## config.mk

```make
export PLATFORM = sky130hd
export DESIGN_NAME = data_axi_bridge
export DESIGN_NICKNAME = d
export VERILOG_FILES = /design/src/rtl/data_axi_bridge.sv
export SDC_FILE = /design/constraint.sdc
export NUM_CORES = 1
export LEC_CHECK = 0
export ABC_CLOCK_PERIOD_IN_PS = 2700
export CORE_ASPECT_RATIO = 0.9
export CORE_MARGIN = 5
export CORE_UTILIZATION = 41
export CTS_CLUSTER_DIAMETER = 200
export DETAILED_ROUTE_END_ITERATION = 16
export PLACE_DENSITY_LB_ADDON = 0.3
export SETUP_SLACK_MARGIN = 0.15
export SLEW_MARGIN = 20
export SYNTH_ARGS = -nofsm -noshare
export SYNTH_HDL_FRONTEND = slang
export SYNTH_SLANG_ARGS = --single-unit
```

## constraint.sdc

```tcl
create_clock -name clk -period 2.7 [get_ports clk]
set_input_delay 0.81 -clock clk [delete_from_list [all_inputs] [get_ports clk]]
set_output_delay 0.81 -clock clk [all_outputs]
set_load 0.03 [all_outputs]
```

## src/rtl/data_axi_bridge.sv

```systemverilog
// Data-side SRAM-to-AXI bridge: one single-beat AXI read or write per load/store.
// Latency >= 3 stall cycles per access; holds the pipeline via stallreq until all AXI handshakes complete.
module data_axi_bridge #(
    parameter logic [3:0] AXI_ID = 4'd1
) (
    input  logic        clk,
    input  logic        rst,
    input  logic        flush,
    input  logic        data_sram_en,
    input  logic [3:0]  data_sram_wen,
    input  logic [1:0]  data_sram_size,
    input  logic [31:0] data_sram_addr,
    input  logic [31:0] data_sram_wdata,
    output logic [31:0] data_sram_rdata,
    output logic        stallreq,
    output logic [3:0]  arid,
    output logic [31:0] araddr,
    output logic [2:0]  arsize,
    output logic        arvalid,
    input  logic        arready,
    input  logic [31:0] rdata,
    input  logic        rvalid,
    output logic        rready,
    output logic [3:0]  awid,
    output logic [31:0] awaddr,
    output logic [2:0]  awsize,
    output logic        awvalid,
    input  logic        awready,
    output logic [3:0]  wid,
    output logic [31:0] wdata,
    output logic [3:0]  wstrb,
    output logic        wlast,
    output logic        wvalid,
    input  logic        wready,
    input  logic        bvalid,
    output logic        bready
);

    typedef enum logic [2:0] {
        S_IDLE  = 3'd0,
        S_RD_AR = 3'd1,
        S_RD_R  = 3'd2,
        S_WR    = 3'd3,
        S_WR_B  = 3'd4,
        S_DONE  = 3'd5
    } state_t;

    state_t      r_state;
    state_t      w_next;
    logic [31:0] r_addr;
    logic [31:0] r_wdata;
    logic [31:0] r_rdata;
    logic [3:0]  r_wen;
    logic [1:0]  r_size;
    logic        r_aw_done;
    logic        r_w_done;

    logic        w_accept;
    logic        w_aw_hs;
    logic        w_w_hs;
    logic        w_wr_both;
    logic        w_busy;

    assign w_accept  = (r_state == S_IDLE) & data_sram_en & ~flush;
    assign w_aw_hs   = awvalid & awready;
    assign w_w_hs    = wvalid & wready;
    // Either channel may finish first; both must be done before waiting for B.
    assign w_wr_both = (r_aw_done | w_aw_hs) & (r_w_done | w_w_hs);
    assign w_busy    = (r_state == S_RD_AR) | (r_state == S_RD_R) |
                       (r_state == S_WR)    | (r_state == S_WR_B);

    always_ff @(posedge clk or negedge rst) begin
        if (!rst) begin
            r_state <= S_IDLE;
        end else begin
            r_state <= w_next;
        end
    end

    always_comb begin
        w_next  = r_state;
        arvalid = 1'b0;
        rready  = 1'b0;
        awvalid = 1'b0;
        wvalid  = 1'b0;
        bready  = 1'b0;
        case (r_state)
            S_IDLE: begin
                if (w_accept) begin
                    w_next = (data_sram_wen == 4'd0) ? S_RD_AR : S_WR;
                end
            end
            S_RD_AR: begin
                arvalid = 1'b1;
                if (arready) begin
                    w_next = S_RD_R;
                end
            end
            S_RD_R: begin
                rready = 1'b1;
                if (rvalid) begin
                    w_next = S_DONE;
                end
            end
            S_WR: begin
                awvalid = ~r_aw_done;
                wvalid  = ~r_w_done;
                if (w_wr_both) begin
                    w_next = S_WR_B;
                end
            end
            S_WR_B: begin
                bready = 1'b1;
                if (bvalid) begin
                    w_next = S_DONE;
                end
            end
            S_DONE: begin
                w_next = S_IDLE;
            end
            default: begin
                w_next = S_IDLE;
            end
        endcase
    end

    always_ff @(posedge clk or negedge rst) begin
        if (!rst) begin
            r_addr    <= 32'd0;
            r_wdata   <= 32'd0;
            r_wen     <= 4'd0;
            r_size    <= 2'd0;
            r_rdata   <= 32'd0;
            r_aw_done <= 1'b0;
            r_w_done  <= 1'b0;
        end else begin
            if (w_accept) begin
                r_addr  <= data_sram_addr;
                r_wdata <= data_sram_wdata;
                r_wen   <= data_sram_wen;
                r_size  <= data_sram_size;
            end
            if ((r_state == S_RD_R) && rvalid) begin
                r_rdata <= rdata;
            end
            if (r_state == S_WR) begin
                if (w_wr_both) begin
                    r_aw_done <= 1'b0;
                    r_w_done  <= 1'b0;
                end else begin
                    if (w_aw_hs) begin
                        r_aw_done <= 1'b1;
                    end
                    if (w_w_hs) begin
                        r_w_done <= 1'b1;
                    end
                end
            end
        end
    end

    // Gated by reset so the pipeline is released the instant reset asserts.
    assign stallreq        = rst & (w_accept | w_busy);
    assign data_sram_rdata = r_rdata;

    assign arid   = AXI_ID;
    assign awid   = AXI_ID;
    assign wid    = AXI_ID;
    assign araddr = r_addr;
    assign awaddr = r_addr;
    assign arsize = {1'b0, r_size};
    assign awsize = {1'b0, r_size};
    assign wdata  = r_wdata;
    assign wstrb  = r_wen;
    assign wlast  = 1'b1;

endmodule
```

After elaboration in Yosys (flattened, before gate mapping):

Cells that the tools add are included.

* bits in registers: 107
* input bits: 111
* output and inout port bits: 157
* logic and storage cells: 56

* equal/unequal tests: 9
* muxes and demuxes: 16
* bitwise gates (word level): 15
* reductions and logical operators: 8

Operators with widths (count)
* $mux W3: 5
* $pmux W3 S5: 1
* $ne A2 B2 Y1 const B: 5
* $mux W1: 9
* $and A1 B1 Y1: 6
* $eq A3 B2 Y1 const B: 2
* $or A1 B1 Y1: 6
* $reduce_and A5 Y1: 1
* $logic_not A4 Y1: 1
* $reduce_and A2 Y1: 2
* $reduce_bool A2 Y1: 2
* $eq A3 B1 Y1 const B: 1
* $eq A3 B3 Y1 const B: 1
* $logic_not A3 Y1: 1
* $not A1 Y1: 3
* $mux W2: 1
* $logic_and A1 B1 Y1: 1

Depth between registers and ports, before layout:

Gate-level depths: netlist of run 1.

* depth in word-level cells: 7
* depth in mapped cells: 7

Worst setup path before layout of run 1:

OpenSTA, ideal clock, no wires.

* kind: input port to output port
* start point: input flush
* end point: output stallreq
* data arrival time: 1.558 ns
* setup slack: 0.332 ns
* stages: 2
* path buffers: 0
* path through: nand2b_1 > a31oi_1

* cells in the longest elaborated chain, start to end: 4

Ends and longest elaborated chain
* start: declaration: RTL line 8 `input logic flush,`
* $not A1 Y1: RTL line 64 `assign w_accept = (r_state == S_IDLE) & data_sram_en & ~flush;`
* $and A1 B1 Y1: RTL line 64
* $or A1 B1 Y1: RTL line 163 `assign stallreq = rst & (w_accept | w_busy);`
* $and A1 B1 Y1: RTL line 163
* end: declaration: RTL line 15 `output logic stallreq,`

No other way between the ends.

Worst setup path in the final report of run 1:

* start point: register r_state[0]
* end point: output bready

* cells in the longest elaborated chain, start to end: 2

Ends and longest elaborated chain
* start: declaration: RTL line 48 `state_t r_state;`
* start signal: assignment: RTL line 76 `r_state <= w_next;`
* $eq A3 B3 Y1: RTL line 87 `case (r_state)`
* $mux W1: RTL line 87
* end: declaration: RTL line 36 `output logic bready`

No other way between the ends.

==> metrics.csv, run 1 <==
metric,value,unit
met2 usage,0.327,
Fin. Hold Viols,0,
worst hold path type,flop to flop,
Slew @ Worst Pin,0.734,ns
layout cell share with drive strength beyond 1,0.244,
Diodes inserted,0,
CTS buffer count,9,
Detailed Routing Iterations Pass 1,4,
CTS Root Cell,clkbuf_16,
DR vias/cell,4.59,
P&R area growth vs syn,60.0,%
Hold Crit Depth,1,
Max Slew Vio Count,0,
CP Data Required Time,1.89,ns
Final nets,651,
area of the multi-input gates,0.00147,mm²
RR Endpoint,araddr[20],
Fmax,0.411,GHz
Sw Ratio,0.416,
Routed WL,12200,µm
Fillers,789,
GPL Wtd Cong,0.728,
Clk pwr share,0.146,
VDD IR max,829,µV
combinational share of power,0.573,
GRT Util Overall,0.180,
FF-to-FF setup slack,0.87,ns
post-synthesis cell type count,27,
Leakage,3.05,nW
cts hold-fix bufs,0,
Antenna Violating Nets Remaining,0,
most frequent cells in the layout,"clkdlybuf4s50_1, dfrtp_1, mux2_2",
top_reg_cell synth,dfrtp_1,
cell area after synthesis,0.00458,mm²
Post-synth EDFFs,0,
CTS sink count,107,
Fin Hold WS,0.502,ns
grt ovf,0,
CTS tree,done,
Max clock buf depth,2,
TNS Setup,0,ns
Reg area,0.00268,mm²
Worst-path clk slew,0.06,ns
R2R Path Start,r_state[0],
final standard cell area without fillers,0.00732,mm²
dpl hpwl,9440,µm
number of synthesized register bits,107,
final core occ,0.675,
Worst EP arrival,1.62,ns
Syn. warnings,0,
Mean Syn Cell Area,14.4,µm²
register area share after synthesis,0.585,
I/O pin cnt,268,
Clock Latency Late Sink,0.35,ns
DRT iter0 DRCs,125,
"most common cell after layout, fill and taps aside",clkdlybuf4s50_1,
asr flop ratio synth,1.00,
type of origin of the critical path,flop,
status,completed,
Post-Syn Instances,317,
FF-to-FF path depth,4,
Rows,36,
Clock Skew,0.00513,ns
Worst Setup SP,r_state[0],
Die Span Y,110,µm
width of the chip,121,µm
Core ar.,0.0109,mm²
initial antenna violation count,0,
internal power,6.09,mW
pwr dens,1420,mW/mm²
critical path endpoint category,output port,
CTS HTree Levels,3,
total power,10.4,mW
Switch Pwr,4.33,mW
first-pass GRT wire length,18400,µm
busiest grt layer,met2,
port buffer count,252,
Seq pwr share,0.281,
Final Cycle Share,0.902,
die area,0.0134,mm²
vias in the first global route,3448,
via count,3194,
RSZ-0062 raised after global routing,no,
critical path type,flop to output port,
largest net degree at the start of global routing,58,
Max Cap Viol,0,
top fanout value on the critical path,8,
routed len/inst,17.5,µm
fin crit period,2.43,ns
met3 GRT Util,0.0786,
starting density of the core,0.422,
Placement Cell Area,0.00695,mm²
met1 Use GR,0.191,
Slew HR,0.511,
setup violators final,0,
Post-route DRC,0,
Worst setup endpoint,bready,
[Yosys cell counts (2+ instances only)]
cell type	count	area, µm²
a211oi_1	2	15.0
a21oi_1	6	30.0
and2_1	3	18.8
buf_4	53	398
buf_6	7	78.8
conb_1	2	7.51
dfrtp_1	107	2680
inv_1	3	11.3
mux2_1	6	67.6
mux2_2	97	1090
nand2_1	4	15.0
nand2b_1	2	12.5
nor2_1	8	30.0
o21ai_0	3	15.0
or2_2	2	12.5
[cell type report]
cell class              instances  share of cell area
inverters                       3             0.00154
multi-input cells             157               0.201
clock buffers                  11              0.0345
well taps                     152              0.0260
clock inverters                 4              0.0133
repair buffers                262               0.358
flip-flops and latches        107               0.366
[registers in the layout (all words and copies together), names as in the netlist]
register / count
araddr: 32
r_aw_done: 1
wstrb: 4
data_sram_rdata: 32
r_w_done: 1
wdata: 32
r_size: 2
r_state: 3
[logic make-up (layout without fill, tap and decap cells)]
family                 after synthesis  count (layout)  synth area share
flip-flops                         107             107             0.585
buffers and inverters               66             280             0.110
AND/OR/NAND/NOR                     23              23            0.0284
multiplexers                       103             103             0.253
other                                2              15           0.00164
AO/OA/AOI/OAI                       16              16            0.0219
[worst min-delay path by stage]
stage,startpoint,endpoint
4_1_cts,wstrb[0],wstrb[0]
2_1_floorplan,rst,araddr[0]
3_3_place_gp,wstrb[0],wstrb[0]
5_1_grt,wdata[26],wdata[26]
3_5_place_dp,wstrb[0],wstrb[0]
6_report,wstrb[0],wstrb[0]
[worst max-delay path: stages, from the launching register on]
cell           delay [ns]
dfrtp_1              0.46
nor2_2               0.24
nand2_1              0.12
inv_1                0.07
dlygate4sd2_1        0.39
[timing repair]
| action | CTS | global route |
|---|---|---|
| setup endpoints to repair | 6 | 5 |
| pin swaps | 1 | 1 |
| setup buffers | 0 | 1 |
| gates resized for setup | 11 | 7 |
[layer usage]
| metal | part of all wire | wire (µm) |
|---|---|---|
| met3 | 0.098 | 1190 |
| met5 | 0 | 0 |
| met2 | 0.53 | 6400 |
| met1 | 0.36 | 4350 |
| met4 | 0.018 | 217 |
[per-stage QoR]
step,setup slack (ns),std cells
floorplan,0.332,330
finish,0.265,696
detailed placement,0.0362,680
global placement,0.00100,680
global route,0.161,696
CTS,0.129,695
[power by group through the flow]
| stage | Clock, mW | Combinational (mW) | Sequential (mW) |
|---|---|---|---|
| floorplan | 0 | 2.19 | 4.45 |
| global route | 1.63 | 6.23 | 3.06 |
| detailed placement | 0 | 6.03 | 2.96 |
| CTS | 1.57 | 6.05 | 2.93 |
| finish | 1.52 | 5.98 | 2.93 |
| global placement | 0 | 5.96 | 2.90 |
(Power assumes the default switching activity.)
==> run 2, diff against run 1 <==
--- a/config.mk
+++ b/config.mk
@@ -11,6 +11,7 @@
 export CORE_UTILIZATION = 41
 export CTS_CLUSTER_DIAMETER = 200
 export DETAILED_ROUTE_END_ITERATION = 16
+export MAX_ROUTING_LAYER = met4
 export PLACE_DENSITY_LB_ADDON = 0.3
 export SETUP_SLACK_MARGIN = 0.15
 export SLEW_MARGIN = 20
==> run 2 against run 1 <==
Against the previous run:
- register-to-register slack barely moved
- global-route usage rose by 0.54 points
- final area barely moved
- utilization barely moved
- fmax barely moved
- count of clock-buffer cells in the layout did not move
- clock power barely moved
- routed wire length rose by 0.18%
- critical path type unchanged
- die area did not move
- critical endpoint is now stallreq
- via count rose by 0.28%
- hold slack barely moved
==> metrics.csv, run 2 (synthesis gave the netlist of run 1 again) <==
metric,value,unit
CP peak stage delay,0.51,ns
TNS Setup,0,ns
DRT iter0 DRCs,150,
first-pass GRT wire length,18400,µm
Slew @ Worst Pin,0.734,ns
critical path type,flop to output port,
Fmax,0.411,GHz
Diodes inserted,0,
port buffer count,252,
Antenna Violating Nets Remaining,0,
DR vias/cell,4.60,
Max Slew Vio Count,0,
Slowest cell on crit path,dfrtp_1,
critical path cell sequence,inv_1 -> o21ai_1 -> a31oi_4 -> buf_6 -> buf_12,
Clock Latency Late Sink,0.35,ns
pwr dens,1420,mW/mm²
dpl hpwl,9440,µm
Switch Pwr,4.34,mW
Clk pwr share,0.146,
internal power,6.09,mW
die area,0.0134,mm²
DP Cell Count,680,
final core occ,0.675,
combinational share of power,0.573,
Worst-path clk slew,0.06,ns
final standard cell area without fillers,0.00732,mm²
RSZ-0062 raised after global routing,no,
"most common cell after layout, fill and taps aside",clkdlybuf4s50_1,
Sw Ratio,0.416,
largest net degree at the start of global routing,58,
Fillers,789,
layout cell share with drive strength beyond 1,0.244,
Worst EP arrival,1.62,ns
top fanout value on the critical path,8,
width of the chip,121,µm
Final Cycle Share,0.901,
I/O pin cnt,268,
Post-route DRC,0,
dpl ws,0.0362,ns
Final nets,651,
CTS tree,done,
cts hold-fix bufs,0,
GPL Wtd Cong,0.737,
Placement Cell Area,0.00695,mm²
Core ar.,0.0109,mm²
initial antenna violation count,0,
setup violators final,0,
P&R area growth vs syn,60.0,%
Leakage,3.04,nW
starting density of the core,0.422,
routed len/inst,17.5,µm
Fin. Hold Viols,0,
Max Cap Viol,0,
type of origin of the critical path,flop,
critical path endpoint category,output port,
via count,3203,
Clock Skew,0.00495,ns
worst hold path type,flop to flop,
Rows,36,
Die Span Y,110,µm
vias in the first global route,3458,
GRT Util Overall,0.186,
CTS HTree Levels,3,
CP Data Required Time,1.89,ns
CTS sink count,107,
non-filler instance count after layout,696,
grt ovf,0,
worst setup margin,0.266,ns
most frequent cells in the layout,"clkdlybuf4s50_1, dfrtp_1, mux2_2",
Detailed Routing Iterations Pass 1,4,
Max clock buf depth,2,
status,completed,
Slew HR,0.511,
CTS Root Cell,clkbuf_16,
Seq pwr share,0.281,
fin crit period,2.43,ns
VDD IR max,830,µV
CTS buffer count,9,
Routed WL,12200,µm
run 2: worst paths after layout:
check,start,to,slack [ns],cells past startpoint
hold reg to reg,wstrb[0],wstrb[0],0.50,1
setup / recovery,r_state[2],stallreq,0.27,5
setup reg to reg,r_state[0],araddr[20],0.87,4
min in group asynchronous,rst,araddr[12],0.65,2
hold / removal,wstrb[0],wstrb[0],0.50,1
max in group asynchronous,rst,data_sram_rdata[25],0.94,3
run 2: per-layer routing:
metal / vias to the layer above / part of all wire / global-route usage
met1: 1574 / 0.37 / 0.202
met2: 152 / 0.53 / 0.327
met5: - / 0 / -
li1: 1461 / - / -
met3: 16 / 0.081 / 0.0633
met4: 0 / 0.017 / 0.0536
run 2: area by class of cell:
type	count	area, µm²	share of cell area
flip-flops and latches	107	2680	0.366
repair buffers	262	2620	0.358
multi-input cells	157	1470	0.201
clock buffers	11	253	0.0345
well taps	152	190	0.0260
clock inverters	4	97.6	0.0133
inverters	3	11.3	0.00154
run 2: through the flow:
stage | power (mW) | hold slack [ns]
final | 10.4 | 0.501
after global routing | 10.9 | 0.524
after CTS | 10.5 | 0.503
after detailed placement | 8.99 | 0.488
after global placement | 8.86 | 0.471
after floorplan | 6.64 | 0.506
run 2: power groups by stage:
stage | clock, mW | sequential (mW) | combinational [mW]
2_1_floorplan | 0 | 4.45 | 2.19
3_5_place_dp | 0 | 2.96 | 6.03
5_1_grt | 1.63 | 3.06 | 6.23
3_3_place_gp | 0 | 2.90 | 5.96
4_1_cts | 1.57 | 2.93 | 6.05
6_report | 1.52 | 2.93 | 5.98
run 2: worst max-delay path: cells and delay by family (launching register included):
family / cells / cell delay, ns
flops: 1 / 0.51
buf+inv: 3 / 0.44
compound gates: 2 / 0.32
run 2: timing repair:
item / in CTS / in global routing
setup endpoints to repair: 6 / 5
gates resized for setup: 11 / 8
buffers inserted: 0 / 1
pin swaps: 1 / 1
